**config.mk**
```make
export PLATFORM = sky130hd
export DESIGN_NAME = sprite_anim_renderer_flat
export DESIGN_NICKNAME = d
export VERILOG_FILES = /design/src/rtl/sprite_anim_renderer_if.sv /design/src/rtl/sprite_anim_renderer.sv /design/src/flat_wrapper.sv
export SDC_FILE = /design/constraint.sdc
export NUM_CORES = 1
export LEC_CHECK = 0
export CORE_MARGIN = 1
export CORE_UTILIZATION = 50
export DETAILED_ROUTE_END_ITERATION = 10
export PLACE_DENSITY = 0.88
export SLEW_MARGIN = 20
export SYNTH_ARGS = -nofsm -noshare
export SYNTH_HDL_FRONTEND = slang
export SYNTH_SLANG_ARGS = --single-unit
```
**constraint.sdc**
```tcl
create_clock -name vga_clk -period 17.2 [get_ports vga_clk]
set_clock_uncertainty 0.2 [all_clocks]
set_input_delay 3.44 -clock vga_clk [delete_from_list [all_inputs] [get_ports vga_clk]]
set_output_delay 3.44 -clock vga_clk [all_outputs]
set_load 0.01 [all_outputs]
```
**src/rtl/sprite_anim_renderer_if.sv**
```systemverilog
`default_nettype none
// ============================================================================
//  Module   : sprite_anim_renderer_if
//  Brief    : Sprite ROM and palette lookup bus between renderer and memories.
//  Revision : 1.0
// ============================================================================
interface sprite_anim_renderer_if #(
    parameter int ADDR_W = 11,
    parameter int IDX_W  = 8
);
    logic [ADDR_W-1:0] rom_addr;
    logic [IDX_W-1:0]  rom_q;
    logic [IDX_W-1:0]  pal_idx;
    logic [3:0]        pal_red;
    logic [3:0]        pal_green;
    logic [3:0]        pal_blue;

    modport master (
        output rom_addr,
        output pal_idx,
        input  rom_q,
        input  pal_red,
        input  pal_green,
        input  pal_blue
    );

    modport slave (
        input  rom_addr,
        input  pal_idx,
        output rom_q,
        output pal_red,
        output pal_green,
        output pal_blue
    );
endinterface
`default_nettype wire

```
**src/rtl/sprite_anim_renderer.sv**
```systemverilog
`default_nettype none
// ============================================================================
//  Module   : sprite_anim_renderer
//  Brief    : Pipelined animated sprite renderer with colour-key transparency.
//             Define SPRITE_FLIP_EN to build the horizontal mirror.
//  Revision : 1.0
// ============================================================================
module sprite_anim_renderer #(
    parameter int SPR_W      = 20,
    parameter int SPR_H      = 20,
    parameter int NUM_FRAMES = 4,
    parameter int FRAME_HOLD = 8,
    parameter int ADDR_W     = 11,
    parameter int IDX_W      = 8,
    parameter int TRANSP_IDX = 0
) (
    input  wire logic       vga_clk,
    input  wire logic       Reset,
    input  wire logic [9:0] DrawX,
    input  wire logic [9:0] DrawY,
    input  wire logic [9:0] SpriteX,
    input  wire logic [9:0] SpriteY,
    input  wire logic       blank,
    input  wire logic       frame_tick,
    input  wire logic       anim_en,
    input  wire logic       anim_restart,
    input  wire logic       flip,
    sprite_anim_renderer_if.master mem,
    output logic [3:0]      red,
    output logic [3:0]      green,
    output logic [3:0]      blue,
    output logic            sprite_on,
    output logic [((NUM_FRAMES > 1) ? $clog2(NUM_FRAMES) : 1)-1:0] frame_idx
);

    localparam int c_FRAME_W   = (NUM_FRAMES > 1) ? $clog2(NUM_FRAMES) : 1;
    localparam int c_HOLD_W    = (FRAME_HOLD > 1) ? $clog2(FRAME_HOLD) : 1;
    localparam int c_FRAME_PIX = SPR_W * SPR_H;

    logic [c_FRAME_W-1:0] r_frame;
    logic [c_HOLD_W-1:0]  r_hold;
    logic                 r_hit_d1;
    logic                 r_blank_d1;
    logic [3:0]           r_red;
    logic [3:0]           r_green;
    logic [3:0]           r_blue;
    logic                 r_on;

    logic [10:0]          w_x;
    logic [10:0]          w_y;
    logic [10:0]          w_x0;
    logic [10:0]          w_y0;
    logic                 w_hit;
    logic [9:0]           w_dx;
    logic [9:0]           w_dy;
    logic [9:0]           w_dxf;
    logic [ADDR_W-1:0]    w_addr;
    logic                 w_opaque;

    // Eleven-bit compare keeps a box near the right/bottom edge from wrapping.
    assign w_x   = {1'b0, DrawX};
    assign w_y   = {1'b0, DrawY};
    assign w_x0  = {1'b0, SpriteX};
    assign w_y0  = {1'b0, SpriteY};
    assign w_hit = (w_x >= w_x0) && (w_x < w_x0 + 11'(SPR_W)) &&
                   (w_y >= w_y0) && (w_y < w_y0 + 11'(SPR_H));

    assign w_dx = DrawX - SpriteX;
    assign w_dy = DrawY - SpriteY;

`ifdef SPRITE_FLIP_EN
    assign w_dxf = flip ? (10'(SPR_W - 1) - w_dx) : w_dx;
`else
    logic w_unused_flip;
    assign w_unused_flip = flip;
    assign w_dxf         = w_dx;
`endif

    assign w_addr = ADDR_W'(r_frame) * ADDR_W'(c_FRAME_PIX)
                  + ADDR_W'(w_dy) * ADDR_W'(SPR_W)
                  + ADDR_W'(w_dxf);

    assign mem.rom_addr = w_hit ? w_addr : '0;
    assign mem.pal_idx  = mem.rom_q;

    always_ff @(posedge vga_clk) begin
        if (Reset) begin
            r_frame <= '0;
            r_hold  <= '0;
        end else if (anim_restart) begin
            r_frame <= '0;
            r_hold  <= '0;
        end else if (frame_tick && anim_en) begin
            if (r_hold == c_HOLD_W'(FRAME_HOLD - 1)) begin
                r_hold <= '0;
                if (r_frame == c_FRAME_W'(NUM_FRAMES - 1)) begin
                    r_frame <= '0;
                end else begin
                    r_frame <= r_frame + 1'b1;
                end
            end else begin
                r_hold <= r_hold + 1'b1;
            end
        end
    end

    // Stage 1 qualifiers line up with rom_q, which arrives one edge after rom_addr.
    always_ff @(posedge vga_clk) begin
        if (Reset) begin
            r_hit_d1   <= 1'b0;
            r_blank_d1 <= 1'b0;
        end else begin
            r_hit_d1   <= w_hit;
            r_blank_d1 <= blank;
        end
    end

    assign w_opaque = r_blank_d1 && r_hit_d1 && (mem.rom_q != IDX_W'(TRANSP_IDX));

    always_ff @(posedge vga_clk) begin
        if (Reset) begin
            r_red   <= 4'h0;
            r_green <= 4'h0;
            r_blue  <= 4'h0;
            r_on    <= 1'b0;
        end else if (w_opaque) begin
            r_red   <= mem.pal_red;
            r_green <= mem.pal_green;
            r_blue  <= mem.pal_blue;
            r_on    <= 1'b1;
        end else begin
            r_red   <= 4'h0;
            r_green <= 4'h0;
            r_blue  <= 4'h0;
            r_on    <= 1'b0;
        end
    end

    assign red       = r_red;
    assign green     = r_green;
    assign blue      = r_blue;
    assign sprite_on = r_on;
    assign frame_idx = r_frame;

endmodule
`default_nettype wire

```
**src/flat_wrapper.sv**
```systemverilog
// flat-port wrapper written by rule: the top's interface ports become plain ports
module sprite_anim_renderer_flat 
#(
    parameter int SPR_W      = 20,
    parameter int SPR_H      = 20,
    parameter int NUM_FRAMES = 4,
    parameter int FRAME_HOLD = 8,
    parameter int ADDR_W     = 11,
    parameter int IDX_W      = 8,
    parameter int TRANSP_IDX = 0
)
  (vga_clk, Reset, DrawX, DrawY, SpriteX, SpriteY, blank, frame_tick, anim_en, anim_restart, flip, red, green, blue, sprite_on, frame_idx, mem_rom_addr, mem_pal_idx, mem_rom_q, mem_pal_red, mem_pal_green, mem_pal_blue);
  sprite_anim_renderer_if #(.ADDR_W(ADDR_W), .IDX_W(IDX_W)) mem_i ();
  input  wire logic vga_clk;
  input  wire logic Reset;
  input  wire logic [9:0] DrawX;
  input  wire logic [9:0] DrawY;
  input  wire logic [9:0] SpriteX;
  input  wire logic [9:0] SpriteY;
  input  wire logic blank;
  input  wire logic frame_tick;
  input  wire logic anim_en;
  input  wire logic anim_restart;
  input  wire logic flip;
  output logic [3:0] red;
  output logic [3:0] green;
  output logic [3:0] blue;
  output logic sprite_on;
  output logic [((NUM_FRAMES > 1) ? $clog2(NUM_FRAMES) : 1)-1:0] frame_idx;
  output wire logic [$bits(mem_i.rom_addr)-1:0] mem_rom_addr;
  output wire logic [$bits(mem_i.pal_idx)-1:0] mem_pal_idx;
  input wire logic [$bits(mem_i.rom_q)-1:0] mem_rom_q;
  input wire logic [$bits(mem_i.pal_red)-1:0] mem_pal_red;
  input wire logic [$bits(mem_i.pal_green)-1:0] mem_pal_green;
  input wire logic [$bits(mem_i.pal_blue)-1:0] mem_pal_blue;
  assign mem_rom_addr = mem_i.rom_addr;
  assign mem_pal_idx = mem_i.pal_idx;
  assign mem_i.rom_q = mem_rom_q;
  assign mem_i.pal_red = mem_pal_red;
  assign mem_i.pal_green = mem_pal_green;
  assign mem_i.pal_blue = mem_pal_blue;
  sprite_anim_renderer #(.SPR_W(SPR_W), .SPR_H(SPR_H), .NUM_FRAMES(NUM_FRAMES), .FRAME_HOLD(FRAME_HOLD), .ADDR_W(ADDR_W), .IDX_W(IDX_W), .TRANSP_IDX(TRANSP_IDX)) u_core (.vga_clk(vga_clk), .Reset(Reset), .DrawX(DrawX), .DrawY(DrawY), .SpriteX(SpriteX), .SpriteY(SpriteY), .blank(blank), .frame_tick(frame_tick), .anim_en(anim_en), .anim_restart(anim_restart), .flip(flip), .mem(mem_i), .red(red), .green(green), .blue(blue), .sprite_on(sprite_on), .frame_idx(frame_idx));
endmodule
```
==> metrics.txt, run 1 <==
Skew-Pair Late Insertion Delay=250 ps; post-synthesis cell type count=44; largest net degree at the start of global routing=14; Post-Syn Instances=roughly 350; Leak=1.81 nW; met2 WL=3.57 mm; H-tree depth=1; Longest Clk Path Bufs=2; GPL Wtd Cong=0.873; Setup WS post-layout=5020 ps; #FFs+latches synth=20; Slew Limit Headroom=0.537; I/O Pins=between 100 and 150; worst slack, placed=5030 ps; core area=around 5600 um2; Final Max Tran Viols=0; die area=6140 um2; Final Cycle Share=0.708; initial antenna violation count=0; reg2reg path depth=5; Synth top area share=0.270; Synth area leader=ha_1; Antenna Cells=0; Cell Chain, Critical Path=clkdlybuf4s50_1 > ha_1 > inv_1 > fa_1 > a211oi_2 > nor2_1 > xor2_1 > ha_1 > fa_1 > a21o_1 > a21oi_1 > xor2_1 > fa_1 > xnor2_1 > xnor2_1 > xnor3_1 > xnor2_1 > xor2_1 > nor2_1 > clkdlybuf4s50_1; Worst Path Required=13560 ps; Synthesis Warnings=0; Seq/Total Area, Yosys=0.137; CTS tree=done; min Tclk post-route=approximately 12000 ps; share of cells above drive strength 1=0.0202; uppermost layer routed=met4; crit start category=input pin; synth top area cells=ha_1 (27%), dfxtp_1 (14%), xnor2_1 (6.6%); Synth async-reset ratio=0; initial core utilization=0.523; Avg Synthesized Cell Area=8.24 um2; WS Path Type=input pin to output pin; Post-Route M1 WL=2.89 mm; multi-input logic area=2260 um2; HP Class=flop to flop; Syn Std Cell Area=2920 um2; Crit Path Max Fanout=3; endpoint class of the critical path=output pin; Final Hold Viols=0; DRT Wirelength=7.07 mm; Final Setup Violations=0; drt wl/cell=13.6 um; final core utilization=0.716; syn nets=493; clock root buffer=clkbuf_8; storage element area=400 um2; drt pass-1 iters=4; Synth Flop Type=dfxtp_1; Detailed Route Iter0 Violations=70; DIE HEIGHT=78.4 um; DR WL met3=435 um; nets@finish=586; Worst Max-Slew Pin Slew=690 ps; PortBufs=99; # fillers=between 400 and 500; slowest stage delay, CP=570 ps; Syn-to-layout area delta=37.0%; FP Rows=27; Hold Crit Depth=2; clk slew on worst S/H paths=70 ps; post-DP HPWL=between 6 and 7 mm; Max Cap Viol=0; die width=78.4 um; Setup TNS Final=0 ps; GRT Total Usage=0.235; RSZ-0062 raised after global routing=false; Post-synth EDFFs=0; grt ovf=0; fmax=0.0821 GHz; Hold-fix buffers, CTS=0; setup repair bufs after CTS=0; post-CTS sizing=0; number of global-route vias before repair=2862; first-pass GRT wire length=around 12 mm; TritonCTS Sinks=20; Via Count=between 2000 and 3000; pwr dens=86.6 nW/um2; CP Data Arrival Time=8540 ps; status=finished clean; drt via density=5.39; Antenna Nets Post-Route=0; CTS buffer count=3; VDD IR max=0.0882 mV; CP max-delay cell=clkdlybuf4s50_1; DRC Markers=0
## placed cells by master (no fill, tap or decap), drive strengths merged, types with 5 or more instances in the layout
cell type	Yosys	final
inv	47	47
nor2	30	30
ha	63	63
a21oi	24	24
a211oi	5	5
dfxtp	20	20
fa	9	9
a21o	6	6
clkdlybuf4s50	0	99
o21ai	18	18
o21a	5	5
xnor2	22	22
xor2	13	13
and2	12	12
nor3	18	18
nor2b	6	6
nand2	7	7
## per-layer routing
layer,track usage,vias up
met2,0.442,102
met5,0,-
met4,0.100,0
met3,0.0384,16
met1,0.257,1265
li1,-,1411
## final cells by class
type                       instances  share of cell area
clock buffer                       3              0.0103
clock inverter                     1             0.00752
inverter                          47              0.0442
multi-input combinational        276               0.567
sequential                        20               0.100
tap                               72              0.0226
timing repair buffer              99               0.248
## report_power, final
| group | total (W) | internal (W) | switching, W |
|---|---|---|---|
| combinational | 0.000253 | 0.000124 | 0.000128 |
| clock | 0.0000462 | 0.0000310 | 0.0000152 |
| sequential | 0.0000468 | 0.0000466 | 0.000000144 |
## flip-flops by register name, indices dropped and copies added, names as in the netlist
register           flops
u_core.r_blank_d1      1
u_core.frame_idx       2
u_core.blue            4
u_core.green           4
u_core.red             4
u_core.sprite_on       1
u_core.r_hit_d1        1
u_core.r_hold          3
## synth_stat cells, types with 4 or more instances
library cell / number
o21ai_0: 15
o21a_1: 5
nor2b_1: 6
ha_1: 63
inv_1: 47
xnor2_1: 22
nor4_1: 4
a21oi_1: 24
a21o_1: 6
a211oi_1: 4
fa_1: 9
buf_4: 8
nand2_1: 7
and2_1: 12
o21bai_1: 4
nand4_1: 4
nor3_1: 18
nor2_1: 27
dfxtp_1: 20
xor2_1: 13
## worst paths after layout
check                                    startpoint                   to  slack, ps
worst max-delay path                     SpriteY[0]     mem_rom_addr[10]       5020
worst min-delay path                u_core.r_hit_d1     u_core.sprite_on        320
worst max register to register  u_core.frame_idx[0]  u_core.frame_idx[1]      15660
worst min register to register      u_core.r_hit_d1     u_core.sprite_on        320
## critical path: cells and delay by family
family          cells  cell delay, ps
xor+xnor            7            1340
simple gates        2             250
buf+inv             3            1100
fa+ha+maj           5            1800
compound gates      3             590
## logic make-up (layout without fill, tap and decap cells)
group           Yosys count  after routing  share of synthesized area
xor+xnor                 36             36                      0.113
fa+ha+maj                72             72                      0.332
flops                    20             20                      0.137
buf+inv                  58            150                     0.0876
simple gates             90             90                      0.158
mux                       2              2                    0.00687
compound gates           76             76                      0.165
## stage by stage
stage / cells / power (W) / instance area [um2] / hold WS, ps
after CTS: 518 / 0.000348 / 3990 / 347
after detailed placement: 514 / 0.000298 / 3920 / 333
final: 518 / 0.000346 / 3990 / 324
after global placement: 514 / 0.000291 / 3920 / 318
after global routing: 518 / 0.000385 / 3990 / 357
after floorplan: 354 / 0.000241 / 2920 / 304
No activity file was read; power rests on OpenSTA's default activity.
==> run 2: changes to the inputs <==
--- a/config.mk
+++ b/config.mk
@@ -6,9 +6,9 @@
 export NUM_CORES = 1
 export LEC_CHECK = 0
 export CORE_MARGIN = 1
-export CORE_UTILIZATION = 50
+export CORE_UTILIZATION = 47
 export DETAILED_ROUTE_END_ITERATION = 10
-export PLACE_DENSITY = 0.88
+export PLACE_DENSITY = 0.84
 export SLEW_MARGIN = 20
 export SYNTH_ARGS = -nofsm -noshare
 export SYNTH_HDL_FRONTEND = slang
==> constraint.sdc (replaced) <==
create_clock -name vga_clk -period 11.45 [get_ports vga_clk]
set_clock_uncertainty 0.2 [all_clocks]
set_input_delay 2.29 -clock vga_clk [delete_from_list [all_inputs] [get_ports vga_clk]]
set_output_delay 2.29 -clock vga_clk [all_outputs]
set_load 0.01 [all_outputs]
==> run 2 against run 1 <==
  * Sequential cell count unchanged
  * Setup slack got worse by 3500 ps
  * Clock power increased by 50%
  * Sequential share of layout area about the same
  * Register-to-register slack got worse by 5800 ps
  * Wire length decreased by 5.8%
  * Utilization decreased by 4.5 points
  * Via count decreased by 2.9%
  * Global-route usage decreased by 2.4 points
  * Critical path type unchanged
  * Largest power group unchanged
==> metrics.txt, run 2 (synthesis results as in run 1) <==
GRT Total Usage=0.211; GPL Wtd Cong=0.865; initial antenna violation count=0; Syn-to-layout area delta=37.1%; grt ovf=0; Hold Crit Depth=2; nets@finish=between 500 and 600; VDD IR max=about 0.18 mV; post-DP HPWL=between 5 and 6 mm; TritonCTS Sinks=20; most frequent cells in the layout=clkdlybuf4s50_1 (99), ha_1 (63), inv_1 (47); RSZ-0062 raised after global routing=false; I/O Pins=101; initial core utilization=0.489; DRC Markers=0; CP Depth=20; Detailed Route Iter0 Violations=56; largest net degree at the start of global routing=14; CP Data Arrival Time=7390 ps; Slew Limit Headroom=0.563; first-pass GRT wire length=around 11 mm; Final Setup Violations=0; slowest stage delay, CP=570 ps; Final Max Tran Viols=0; Hold-fix buffers, CTS=0; Via Count=2712; CTS buffer count=3; Antenna Cells=0; drt wl/cell=12.8 um; CP max-delay cell=clkdlybuf4s50_1; drt via density=5.21; most common cell after layout, fill and taps aside=clkdlybuf4s50_1; WS Path Type=input pin to output pin; HP Class=flop to flop; Cell Chain, Critical Path=clkdlybuf4s50_1 > ha_1 > inv_1 > fa_1 > a211oi_2 > nor2_1 > xor2_1 > ha_1 > fa_1 > a21o_1 > a21oi_1 > xor2_1 > fa_1 > xnor2_1 > xnor2_1 > xnor3_1 > xnor2_1 > xor2_1 > nor2_1 > clkdlybuf4s50_1; Worst Max-Slew Pin Slew=652 ps; CTS tree=done; min Tclk post-route=9880 ps; final hold slack=338 ps; reg2reg path depth=5; status=finished clean; drt pass-1 iters=4; Post-Place Cells=517; setup repair bufs after CTS=0; PortBufs=99; endpoint class of the critical path=output pin; crit start category=input pin; delay-heaviest family, CP=adder cells; die width=roughly 80 um; number of global-route vias before repair=2674; clock root buffer=clkbuf_8; Crit Path Max Fanout=3; Setup TNS Final=0 ps; Final Non-Filler Cells=521; Antenna Nets Post-Route=0; H-tree depth=1; post-CTS sizing=0; core area=5960 um2; Final Hold Viols=0; fmax=between 0.1 and 0.15 GHz; DIE HEIGHT=a little over 80 um; Worst Path Required=approximately 9000 ps; Final Cycle Share=0.863; pwr dens=129 nW/um2; Buf/Inv on CP=3; Max Cap Viol=0; FP Rows=28; Skew-Pair Late Insertion Delay=250 ps; clk slew on worst S/H paths=70 ps; Longest Clk Path Bufs=2; Leak=between 1.5 and 2 nW; die area=approximately 6500 um2; share of cells above drive strength 1=0.0202; DRT Wirelength=6.65 mm
run 2: path summary, 6_finish.rpt:
path | startpoint | endpoint | slack [ps]
worst min-delay path | u_core.r_blank_d1 | u_core.sprite_on | 340
worst min register to register | u_core.r_blank_d1 | u_core.sprite_on | 340
worst max-delay path | SpriteY[0] | mem_rom_addr[10] | 1570
worst max register to register | u_core.frame_idx[0] | u_core.frame_idx[1] | 9900
run 2: worst register-to-register path: cells and delay by family (launching register included):
kind | cells | cell delay (ps)
AOI/OAI and AO/OA | 1 | 50
and+or+nand+nor | 2 | 240
buffers and inverters | 1 | 140
DFF | 1 | 500
adders and majority gates | 1 | 360
run 2: area by class of cell:
cell class | count | area, um2
Multi-Input combinational cell | 276 | 2260
Timing Repair Buffer | 99 | 991
Tap cell | 75 | 93.8
Clock inverter | 1 | 30.0
Fill cell | 488 | 1960
Clock buffer | 3 | 41.3
Inverter | 47 | 176
Sequential cell | 20 | 400
run 2: power breakdown:
part,switching (W),internal [W],leakage [nW]
clock,0.0000227,0.0000466,0.0357
combinational,0.000190,0.000187,1.61
sequential,0.000000215,0.0000701,0.161
run 2: stage by stage:
step / utilization / power (W) / setup slack (ps) / area, um2
global placement: 0.658 / 0.000437 / 1630 / 3920
floorplan: - / 0.000362 / 2730 / 2920
CTS: 0.670 / 0.000521 / 1550 / 3990
finish: 0.671 / 0.000517 / 1570 / 4000
global route: 0.671 / 0.000574 / 1160 / 4000
detailed placement: 0.658 / 0.000447 / 1580 / 3920
run 2: layer usage:
| layer | vias up | global-route usage | wire length [um] |
|---|---|---|---|
| li1 | 1418 | - | - |
| met1 | 1234 | 0.264 | 3050 |
| met2 | 58 | 0.396 | 3290 |
| met3 | 2 | 0.0191 | 290 |
| met4 | 0 | 0.0339 | 14 |
| met5 | - | 0 | 0 |
